--- src/rtl/fb_arb_pkg.sv ---
// Shared types and constants for the frame buffer SRAM arbiter.
package fb_arb_pkg;

    localparam int unsigned DEF_ADR_W    = 16;
    localparam int unsigned DEF_DAT_W    = 8;
    localparam int unsigned Pixels_Frame = 38400;

    typedef enum logic [1:0] {
        IDLE  = 2'd0,
        READ  = 2'd1,
        WRITE = 2'd2,
        TURN  = 2'd3
    } fbState_e;

endpackage

--- src/rtl/frame_buffer_arbiter_rd_tag_pipe.sv ---
// Read-tag pipe: one valid bit per issued read, aged RD_LAT clocks so the top
// knows on which edge the SRAM read data must be sampled.
module rd_tag_pipe #(
    parameter int unsigned RD_LAT = 2
) (
    input  logic iClk100,
    input  logic iRst_n,
    input  logic iIssue,
    output logic oStrobe
);

    logic [RD_LAT-1:0] tagPipe;

    if (RD_LAT == 1) begin : gSingle
        always_ff @(posedge iClk100 or negedge iRst_n) begin
            if (!iRst_n) begin
                tagPipe <= '0;
            end else begin
                tagPipe <= iIssue;
            end
        end
    end else begin : gShift
        always_ff @(posedge iClk100 or negedge iRst_n) begin
            if (!iRst_n) begin
                tagPipe <= '0;
            end else begin
                tagPipe <= {tagPipe[RD_LAT-2:0], iIssue};
            end
        end
    end

    // High on the cycle before the edge at which the read data is due.
    assign oStrobe = tagPipe[RD_LAT-1];

endmodule

--- src/rtl/frame_buffer_arbiter.sv ---
// Single-port pixel SRAM arbiter: LCD scan-out reads with deadline priority,
// pixel-loader writes through req/ack, write->read turnaround and data return.
module frame_buffer_arbiter
    import fb_arb_pkg::*;
#(
    parameter int unsigned ADR_W     = DEF_ADR_W,
    parameter int unsigned DAT_W     = DEF_DAT_W,
    parameter int unsigned RD_LAT    = 2,
    parameter int unsigned WR_STARVE = 8
) (
    input  logic             iClk100,
    input  logic             iRst_n,
    input  logic             iDispReq,
    input  logic [ADR_W-1:0] iDispAdr,
    output logic [DAT_W-1:0] oDispData,
    output logic             oDispValid,
    input  logic             iWrReq,
    input  logic [ADR_W-1:0] iWrAdr,
    input  logic [DAT_W-1:0] iWrData,
    output logic             oWrAck,
    output logic             oMemCe,
    output logic             oMemWe,
    output logic [ADR_W-1:0] oMemAdr,
    output logic [DAT_W-1:0] oMemWrData,
    input  logic [DAT_W-1:0] iMemRdData,
    output logic [7:0]       oMissCnt
);

    localparam int unsigned      STV_W   = $clog2(WR_STARVE + 1);
    localparam logic [STV_W-1:0] STV_MAX = STV_W'(WR_STARVE);

    fbState_e         fsmState;
    fbState_e         fsmNext;
    logic             pendValid;
    logic [ADR_W-1:0] pendAdr;
    logic [STV_W-1:0] starveCnt;
    logic             dispAny;
    logic             starved;
    logic             pickRead;
    logic             pickWrite;
    logic             issueRead;
    logic             issueWrite;
    logic [ADR_W-1:0] rdAdr;
    logic             rdStrobe;

    assign dispAny = iDispReq | pendValid;
    assign rdAdr   = pendValid ? pendAdr : iDispAdr;
    assign starved = (starveCnt >= STV_MAX);

    always_comb begin
        pickRead  = 1'b0;
        pickWrite = 1'b0;
        if (dispAny && !starved) begin
            pickRead = 1'b1;
        end else if (iWrReq) begin
            pickWrite = 1'b1;
        end else if (dispAny) begin
            pickRead = 1'b1;
        end
    end

    // A read chosen while the bus is in write mode spends this edge in TURN
    // and stays pending; it issues on the following edge.
    assign issueRead  = pickRead && (fsmState != WRITE);
    assign issueWrite = pickWrite;

    always_comb begin
        fsmNext = IDLE;
        if (issueWrite) begin
            fsmNext = WRITE;
        end else if (issueRead) begin
            fsmNext = READ;
        end else if (pickRead) begin
            fsmNext = TURN;
        end
    end

    always_ff @(posedge iClk100 or negedge iRst_n) begin
        if (!iRst_n) begin
            fsmState <= IDLE;
        end else begin
            fsmState <= fsmNext;
        end
    end

    // An issued pending slot frees up for a same-edge request; an unissued one
    // is overwritten by the newer request and counted as a miss.
    always_ff @(posedge iClk100 or negedge iRst_n) begin
        if (!iRst_n) begin
            pendValid <= 1'b0;
            pendAdr   <= '0;
            oMissCnt  <= '0;
        end else if (issueRead) begin
            if (pendValid && iDispReq) begin
                pendValid <= 1'b1;
                pendAdr   <= iDispAdr;
            end else begin
                pendValid <= 1'b0;
            end
        end else if (iDispReq) begin
            pendValid <= 1'b1;
            pendAdr   <= iDispAdr;
            if (pendValid && (oMissCnt != 8'hFF)) begin
                oMissCnt <= oMissCnt + 8'd1;
            end
        end
    end

    always_ff @(posedge iClk100 or negedge iRst_n) begin
        if (!iRst_n) begin
            starveCnt <= '0;
        end else if (issueWrite || !iWrReq) begin
            starveCnt <= '0;
        end else if (!starved) begin
            starveCnt <= starveCnt + STV_W'(1);
        end
    end

    always_ff @(posedge iClk100 or negedge iRst_n) begin
        if (!iRst_n) begin
            oMemCe     <= 1'b0;
            oMemWe     <= 1'b0;
            oMemAdr    <= '0;
            oMemWrData <= '0;
            oWrAck     <= 1'b0;
        end else begin
            oMemCe <= issueRead | issueWrite;
            oMemWe <= issueWrite;
            oWrAck <= issueWrite;
            if (issueWrite) begin
                oMemAdr    <= iWrAdr;
                oMemWrData <= iWrData;
            end else if (issueRead) begin
                oMemAdr <= rdAdr;
            end
        end
    end

    rd_tag_pipe #(
        .RD_LAT(RD_LAT)
    ) uTagPipe (
        .iClk100(iClk100),
        .iRst_n (iRst_n),
        .iIssue (issueRead),
        .oStrobe(rdStrobe)
    );

    always_ff @(posedge iClk100 or negedge iRst_n) begin
        if (!iRst_n) begin
            oDispValid <= 1'b0;
            oDispData  <= '0;
        end else begin
            oDispValid <= rdStrobe;
            if (rdStrobe) begin
                oDispData <= iMemRdData;
            end
        end
    end

endmodule

--- config.mk ---
export PLATFORM = sky130hd
export DESIGN_NAME = frame_buffer_arbiter
export DESIGN_NICKNAME = d
export VERILOG_FILES = /design/src/rtl/fb_arb_pkg.sv /design/src/rtl/frame_buffer_arbiter_rd_tag_pipe.sv /design/src/rtl/frame_buffer_arbiter.sv
export SDC_FILE = /design/constraint.sdc
export NUM_CORES = 1
export LEC_CHECK = 0
export CORE_ASPECT_RATIO = 2
export CORE_MARGIN = 2
export CORE_UTILIZATION = 46
export CTS_CLUSTER_DIAMETER = 100
export CTS_CLUSTER_SIZE = 25
export DETAILED_ROUTE_END_ITERATION = 8
export GPL_ROUTABILITY_DRIVEN = 1
export GPL_TIMING_DRIVEN = 0
export PLACE_DENSITY_LB_ADDON = 0.3
export SKIP_LAST_GASP = 1
export SYNTH_ARGS = -nofsm -noshare
export SYNTH_HDL_FRONTEND = slang
export SYNTH_SLANG_ARGS = --single-unit
export TNS_END_PERCENT = 30
--- constraint.sdc ---
create_clock -name iClk100 -period 1.75 [get_ports iClk100]
set_input_delay 0.525 -clock iClk100 [delete_from_list [all_inputs] [get_ports iClk100]]
set_output_delay 0.525 -clock iClk100 [all_outputs]
set_load 0.02 [all_outputs]
==> results.sh <==
export IMPL_worstMarginPinSlew_ns=0.846
export IMPL_row_count=41
export IMPL_grt_setup_unrepaired="yes"
export IMPL_p_comb_share_pct=31.1
export IMPL_peakVddDrop_mv=1.13
export IMPL_gp_congestion=0.755
export IMPL_cts_tree="built"
export IMPL_power_switching_mw=1.79
export IMPL_dieArea_um2=7240
export IMPL_p_total_mw=6.22
export IMPL_clk_latency_ns=0.32
export IMPL_netlist_area_um2=3010
export IMPL_root_buffer="clkbuf_16"
export IMPL_slew_headroom_pct=43.6
export IMPL_fmax_mhz=548
export IMPL_crit_family="buffers and inverters"
export IMPL_layout_min_cycle_time_ns=1.82
export IMPL_synth_seq_area_share_pct=56.5
export IMPL_yosys_register_bits=68
export IMPL_io_pins=96
export IMPL_synth_warnings=0
export IMPL_cp_num_cells=1
export IMPL_critPathKind="register to output pin"
export IMPL_cts_buffers=9
export IMPL_path_cells="clkdlybuf4s50_1"
export IMPL_end_kind="output pin"
export IMPL_drive_gt1_share_pct=22.1
export IMPL_synth_cell_types=33
export IMPL_hold_viol_final=0
export IMPL_maxCapViolCount=0
export IMPL_synth_top_area_share_pct=56.5
export IMPL_cp_max_fo=2
export IMPL_violations="negative setup slack"
export IMPL_p_per_area_nw_per_um2=1390
export IMPL_numPortBuffers=95
export IMPL_p_leak_nw=2.12
export IMPL_clock_power_share_pct=32.7
export IMPL_core_area_um2=6310
export IMPL_h_tree_depth=3
export IMPL_numClockSinks=68
export IMPL_grtUsageTotal_pct=20.9
export IMPL_ys_async_sr_fraction_pct=100
export IMPL_post_dp_cell_area_um2=4070
export IMPL_synth_commonest_cells="dfrtp_1, nand2_1, mux2_2"
export IMPL_skew_ns=0.00373
export IMPL_drt_wl_total_mm=6.74
export IMPL_start_kind="register"
export IMPL_num_antenna_cells=0
export IMPL_slowest_delay_ns=0.63
export IMPL_die_x_um=61.2
export IMPL_ant_nets=0
export IMPL_wire_per_inst_um=15.2
export IMPL_instances_no_fill=444
export IMPL_whs_ns=0.297
export IMPL_clk_pin_slew_worst_paths_ns=0.05
export IMPL_finalCritPeriodShare_pct=104
export IMPL_placed_cells=426
export IMPL_fin_nets=408
export IMPL_drc_errors=0
export IMPL_dr_total_vias=2227
export IMPL_drtIter0Drc=56
export IMPL_die_h_um=118
export IMPL_worstRegToRegCells=5
export IMPL_viasPerCell=5.02
export IMPL_synth_area_leaders="dfrtp_1, mux2_2, nand2_1"
export IMPL_synth_ff_type="dfrtp_1"
export IMPL_synth_cells=245
export IMPL_status="finished, violations left"
export IMPL_grt_pass1_vias=2353
export IMPL_p_int_mw=4.44
export IMPL_swShare_pct=28.7
export IMPL_clock_path_buffers=2
export IMPL_min_path_type="input port to asynchronous set/reset pin"
export IMPL_cp_buffers_inverters=1
export IMPL_overflow=0
export IMPL_antenna_found_initial=0
export IMPL_synth_top_cell_by_area="dfrtp_1"
export IMPL_finalSetupViolations=30
export IMPL_seqPwrFrac_pct=36.2
export IMPL_cp_required_ns=1.22
export IMPL_synth_most_common_cell="dfrtp_1"
export IMPL_start_util_pct=47.7
export IMPL_slew_violations=0
export IMPL_grt_max_degree=69
export IMPL_cp_slowest_cell="clkdlybuf4s50_1"
export IMPL_hpwl_mm=4.78
export IMPL_cp_arrival_ns=1.30
export IMPL_fin_area_um2=4470
export IMPL_first_pass_iters=4
export IMPL_syn_avg_cell_area_um2=12.3
export IMPL_synth_edf_count=0
export IMPL_area_growth_syn_to_layout_pct=48.4
export IMPL_fin_ws_ns=-0.0732
export IMPL_synth_fp_nets=300
export IMPL_utilization_pct=70.8
export IMPL_holdBufCountCts=0
export IMPL_grt_pass1_wl_mm=11.1
## power groups by stage
stage | registers [mW] | logic, mW | clock network (mW)
CTS | 2.26 | 1.98 | 2.07
floorplan | 2.57 | 0.749 | 0
finish | 2.25 | 1.93 | 2.04
global placement | 2.25 | 1.91 | 0
global route | 2.31 | 2.09 | 2.13
detailed placement | 2.27 | 1.94 | 0
## layer usage
| metal | part of all wire, % | wire, um | GRT usage, % | vias to the layer above |
|---|---|---|---|---|
| met2 | 59 | 3990 | 38.0 | 63 |
| met4 | 2.3 | 156 | 8.02 | 0 |
| li1 | - | - | - | 1053 |
| met5 | 0 | 0 | 0 | - |
| met1 | 34 | 2270 | 20.8 | 1101 |
| met3 | 4.7 | 314 | 6.02 | 10 |
## cells by family (layout without fill, tap and decap cells)
group / Yosys count / after routing / share of synthesized area (%)
flops: 68 / 68 / 56.5
simple gates: 68 / 68 / 10.9
mux: 58 / 58 / 21.0
compound gates: 24 / 24 / 4.62
buf+inv: 17 / 130 / 3.58
xor+xnor: 6 / 6 / 1.75
fa+ha+maj: 4 / 4 / 1.62
## per-stage QoR
stage               setup TNS [ns]  setup slack, ns
CTS                          -3.15           -0.147
global placement           -163.43            -2.13
detailed placement          -19.87           -0.593
global route                 -2.67           -0.113
floorplan                        0            0.188
finish                       -1.32          -0.0732
## timing repair
action,CTS,global route
pin swaps,1,0
hold endpoints to repair,0,0
endpoints found under the setup margin,77,44
resized for setup,9,13
buffers inserted,2,0
gates cloned,0,0
## flip-flops by register name, indices dropped and copies added (netlist names)
signal            flops
oMemCe                1
oMissCnt              8
pendAdr              16
starveCnt             4
oMemWrData            8
oDispData             8
oDispValid            1
fsmState              2
oMemWe                1
pendValid             1
uTagPipe.tagPipe      2
oMemAdr              16
## layout by cell type, fill, tap and decap left out, types with 2 or more instances in the layout
cell	instances
clkdlybuf4s50_1	78
dfrtp_1	68
nand2_1	45
mux2_2	40
o21ai_0	18
mux2i_1	16
dlymetal6s2s_1	13
clkbuf_16	9
nor2_1	6
buf_4	6
inv_1	5
nand3_1	4
xnor2_1	4
nand4_1	3
ha_1	3
bufinv_16	3
dlygate4sd2_1	3
buf_8	2
buf_2	2
a21oi_1	2
mux2_1	2
xor2_1	2
and3_1	2
clkbuf_4	2
clkinvlp_4	2
clkinv_2	2
## area by class of cell
| class | count | area (um2) |
|---|---|---|
| Inverter | 5 | 18.8 |
| Multi-Input combinational cell | 160 | 1210 |
| Buffer | 12 | 97.6 |
| Clock inverter | 7 | 115 |
| Tap cell | 86 | 108 |
| Clock buffer | 9 | 225 |
| Fill cell | 474 | 1840 |
| Sequential cell | 68 | 1700 |
| Timing Repair Buffer | 97 | 992 |
## worst paths after layout
| check | startpoint | endpoint | slack (ns) |
|---|---|---|---|
| worst min register to register | uTagPipe.tagPipe[0] | uTagPipe.tagPipe[1] | 0.35 |
| worst max register to register | pendValid | oMissCnt[1] | 0.18 |
| min in group iClk100 | uTagPipe.tagPipe[0] | uTagPipe.tagPipe[1] | 0.35 |
| max in group asynchronous | iRst_n | oMemWrData[2] | 0.89 |
| worst max-delay path | oMemWrData[2] | oMemWrData[2] | -0.07 |
| worst min-delay path | iRst_n | oMemAdr[1] | 0.30 |
No activity file was read; power rests on OpenSTA's default activity.
==> variant: new RTL, config.mk and constraints unchanged <==
Change the parameter `WR_STARVE` from 8 to 4.
--- a/src/rtl/frame_buffer_arbiter.sv
+++ b/src/rtl/frame_buffer_arbiter.sv
@@ -8,3 +8,3 @@
     parameter int unsigned RD_LAT    = 2,
-    parameter int unsigned WR_STARVE = 8
+    parameter int unsigned WR_STARVE = 4
 ) (
Behaviour: not the same (a bounded check fails within 10 cycles, from zero or initial values and one cycle with iRst_n low).
==> variant against the unedited design <==
- the flow still finishes with violations (setup timing)
- sequential cell count shrank 1
- register-to-register slack lost 0.09 ns
- non-clock buffer count grew 3
- synthesized area shrank 2.8%
- utilization shrank 1.3 points
- sequential share of layout area grew 0.80 points
- final area shrank 3.5%
- total power shrank 19%
- global-route usage shrank 0.14 points
- hold slack lost 0.013 ns
- routed wire length shrank 1.1%
- setup slack gained 0.0075 ns
- largest power group unchanged
==> variant: results (changes against the unedited design) <==
set qor(xor_xnor_share_of_the_synthesized_area) 0.008986 ;# was 0.01746
set qor(timing.final.ws_setup_ns) -0.06565 ;# was -0.07318 ns
set qor(post_route_cells_drive_above_1_share) 0.1760 ;# was 0.2207
set qor(timing.critical_path.slowest_cell_delay_ns) 0.61 ;# was 0.63 ns
set qor(largest_net_degree_at_the_start_of_global_routing) 68 ;# was 69
set qor(number_of_antenna_cells_inserted) 0 ;# unchanged
set qor(worst_slew_margin_rel) 0.4488 ;# was 0.4358
set qor(synth_compound_gate_area_share) 0.1138 ;# was 0.04615
set qor(static-leakage-power_nw) 1.990 ;# was 2.121 nW
set qor(synth.yosys.seq_area_share) 0.5734 ;# was 0.5655
set qor(adder_and_majority_gate_portion_of_the_synthesized_area) 0.01284 ;# was 0.01622
set qor(first_global_vias) 2336 ;# was 2353
set qor(first_iter_violations) 70 ;# was 56
set qor(synthDistinctLibCells) 31 ;# was 33
set qor(place_inst) 427 ;# was 426
set qor(syn-instance-count) 246 ;# was 245
set qor(setup_viol_count_final) 22 ;# was 30
set qor(htree_levels) 3 ;# unchanged
set qor(failed_checks) {setup timing} ;# unchanged
set qor(worst_skew_pair.late_latency_ns) 0.33
set qor(synth.net_count) 301 ;# was 300
set qor(viasPerCell) 5.126 ;# was 5.016
set qor(mux_contribution_to_synthesized_area) 0.1309 ;# was 0.2104
set qor(finalNetCount) 409 ;# was 408
set qor(vdd_drop_max_uv) 862.2 ;# was 1131 µV
set qor(outcome) {complete, but fails checks} ;# unchanged
set qor(wl_cell_um) 15.00 ;# was 15.17 µm
set qor(post-dp-hpwl_um) 4692 ;# was 4781 µm
set qor(gr-usage-all-layers) 0.2076 ;# was 0.2089
set qor(placement.setup.worst_slack_ns) -0.6346 ;# was -0.5932 ns
set qor(fillerInstances) 472 ;# was 474
set qor(yosys-top-cells-area) {sky130_fd_sc_hd__dfrtp_1, sky130_fd_sc_hd__mux2_2, sky130_fd_sc_hd__a211oi_1} ;# was sky130_fd_sc_hd__dfrtp_1, sky130_fd_sc_hd__mux2_2, sky130_fd_sc_hd__nand2_1
set qor(synthTopCellsByCount) {sky130_fd_sc_hd__dfrtp_1, sky130_fd_sc_hd__mux2_2, sky130_fd_sc_hd__nand2_1} ;# was sky130_fd_sc_hd__dfrtp_1, sky130_fd_sc_hd__nand2_1, sky130_fd_sc_hd__mux2_2
set qor(finalWeightedCongestion) 0.7485 ;# was 0.7548
==> variant: layout make-up <==
cell class / instances / area (µm²) / share of cell area
Multi-Input combinational cell: 162 / 1181 / 0.2741
Tap cell: 86 / 107.6 / 0.02497
Clock buffer: 12 / 246.5 / 0.05720
Inverter: 2 / 7.507 / 0.001742
Clock inverter: 3 / 15.01 / 0.003484
Buffer: 15 / 85.08 / 0.01974
Timing Repair Buffer: 97 / 989.7 / 0.2297
Sequential cell: 67 / 1677 / 0.3891
==> variant: path summary, 6_finish.rpt <==
kind                       slack (ns)                   to           startpoint
max reg2reg                      0.09           oMemAdr[8]            pendValid
min                              0.28         oDispData[5]               iRst_n
max in group asynchronous        0.91        oMemWrData[3]               iRst_n
min reg2reg                      0.36  uTagPipe.tagPipe[1]  uTagPipe.tagPipe[0]
max                             -0.07          oMemAdr[13]          oMemAdr[13]
min in group iClk100             0.36  uTagPipe.tagPipe[1]  uTagPipe.tagPipe[0]
==> variant: routing by layer <==
layer,vias to the layer above,track usage,share of wire
met2,92,0.3471,0.50
met1,1089,0.2406,0.41
met3,12,0.04651,0.065
met4,0,0.1096,0.021
li1,1083,-,-
met5,-,0,0
==> variant: through the flow <==
| stage | setup TNS, ns | cell area, µm² | hold WS (ns) | power (mW) |
|---|---|---|---|---|
| floorplan | 0 | 2924 | 0.2294 | 2.830 |
| global placement | -151.87 | 3983 | 0.3350 | 3.440 |
| detailed placement | -22.51 | 3980 | 0.3532 | 3.505 |
| CTS | -2.344 | 4272 | 0.3274 | 5.109 |
| global route | -2.401 | 4309 | 0.3573 | 5.300 |
| finish | -0.9101 | 4309 | 0.2841 | 5.036 |
==> variant: what timing repair did <==
action | 4_1_cts | 5_1_grt
pin swaps | 1 | 0
gates resized for setup | 14 | 15
endpoints found under the setup margin | 89 | 52
buffers inserted | 2 | 0
endpoints found under the hold margin | 0 | 0
==> variant: logic make-up (layout without fill, tap and decap cells) <==
family,after synthesis,count (layout)
AND/OR/NAND/NOR,76,76
flip-flops,67,67
AO/OA/AOI/OAI,46,46
multiplexers,34,34
buffers and inverters,17,129
adder cells (fa/ha/maj),3,3
XOR/XNOR,3,3
==> variant: where the power goes <==
group,total [mW],switching [mW],internal (mW)
Combinational,1.37,0.651,0.715
Clock,1.57,0.595,0.980
Sequential,2.10,0.185,1.91
Total,5.04,1.43,3.61
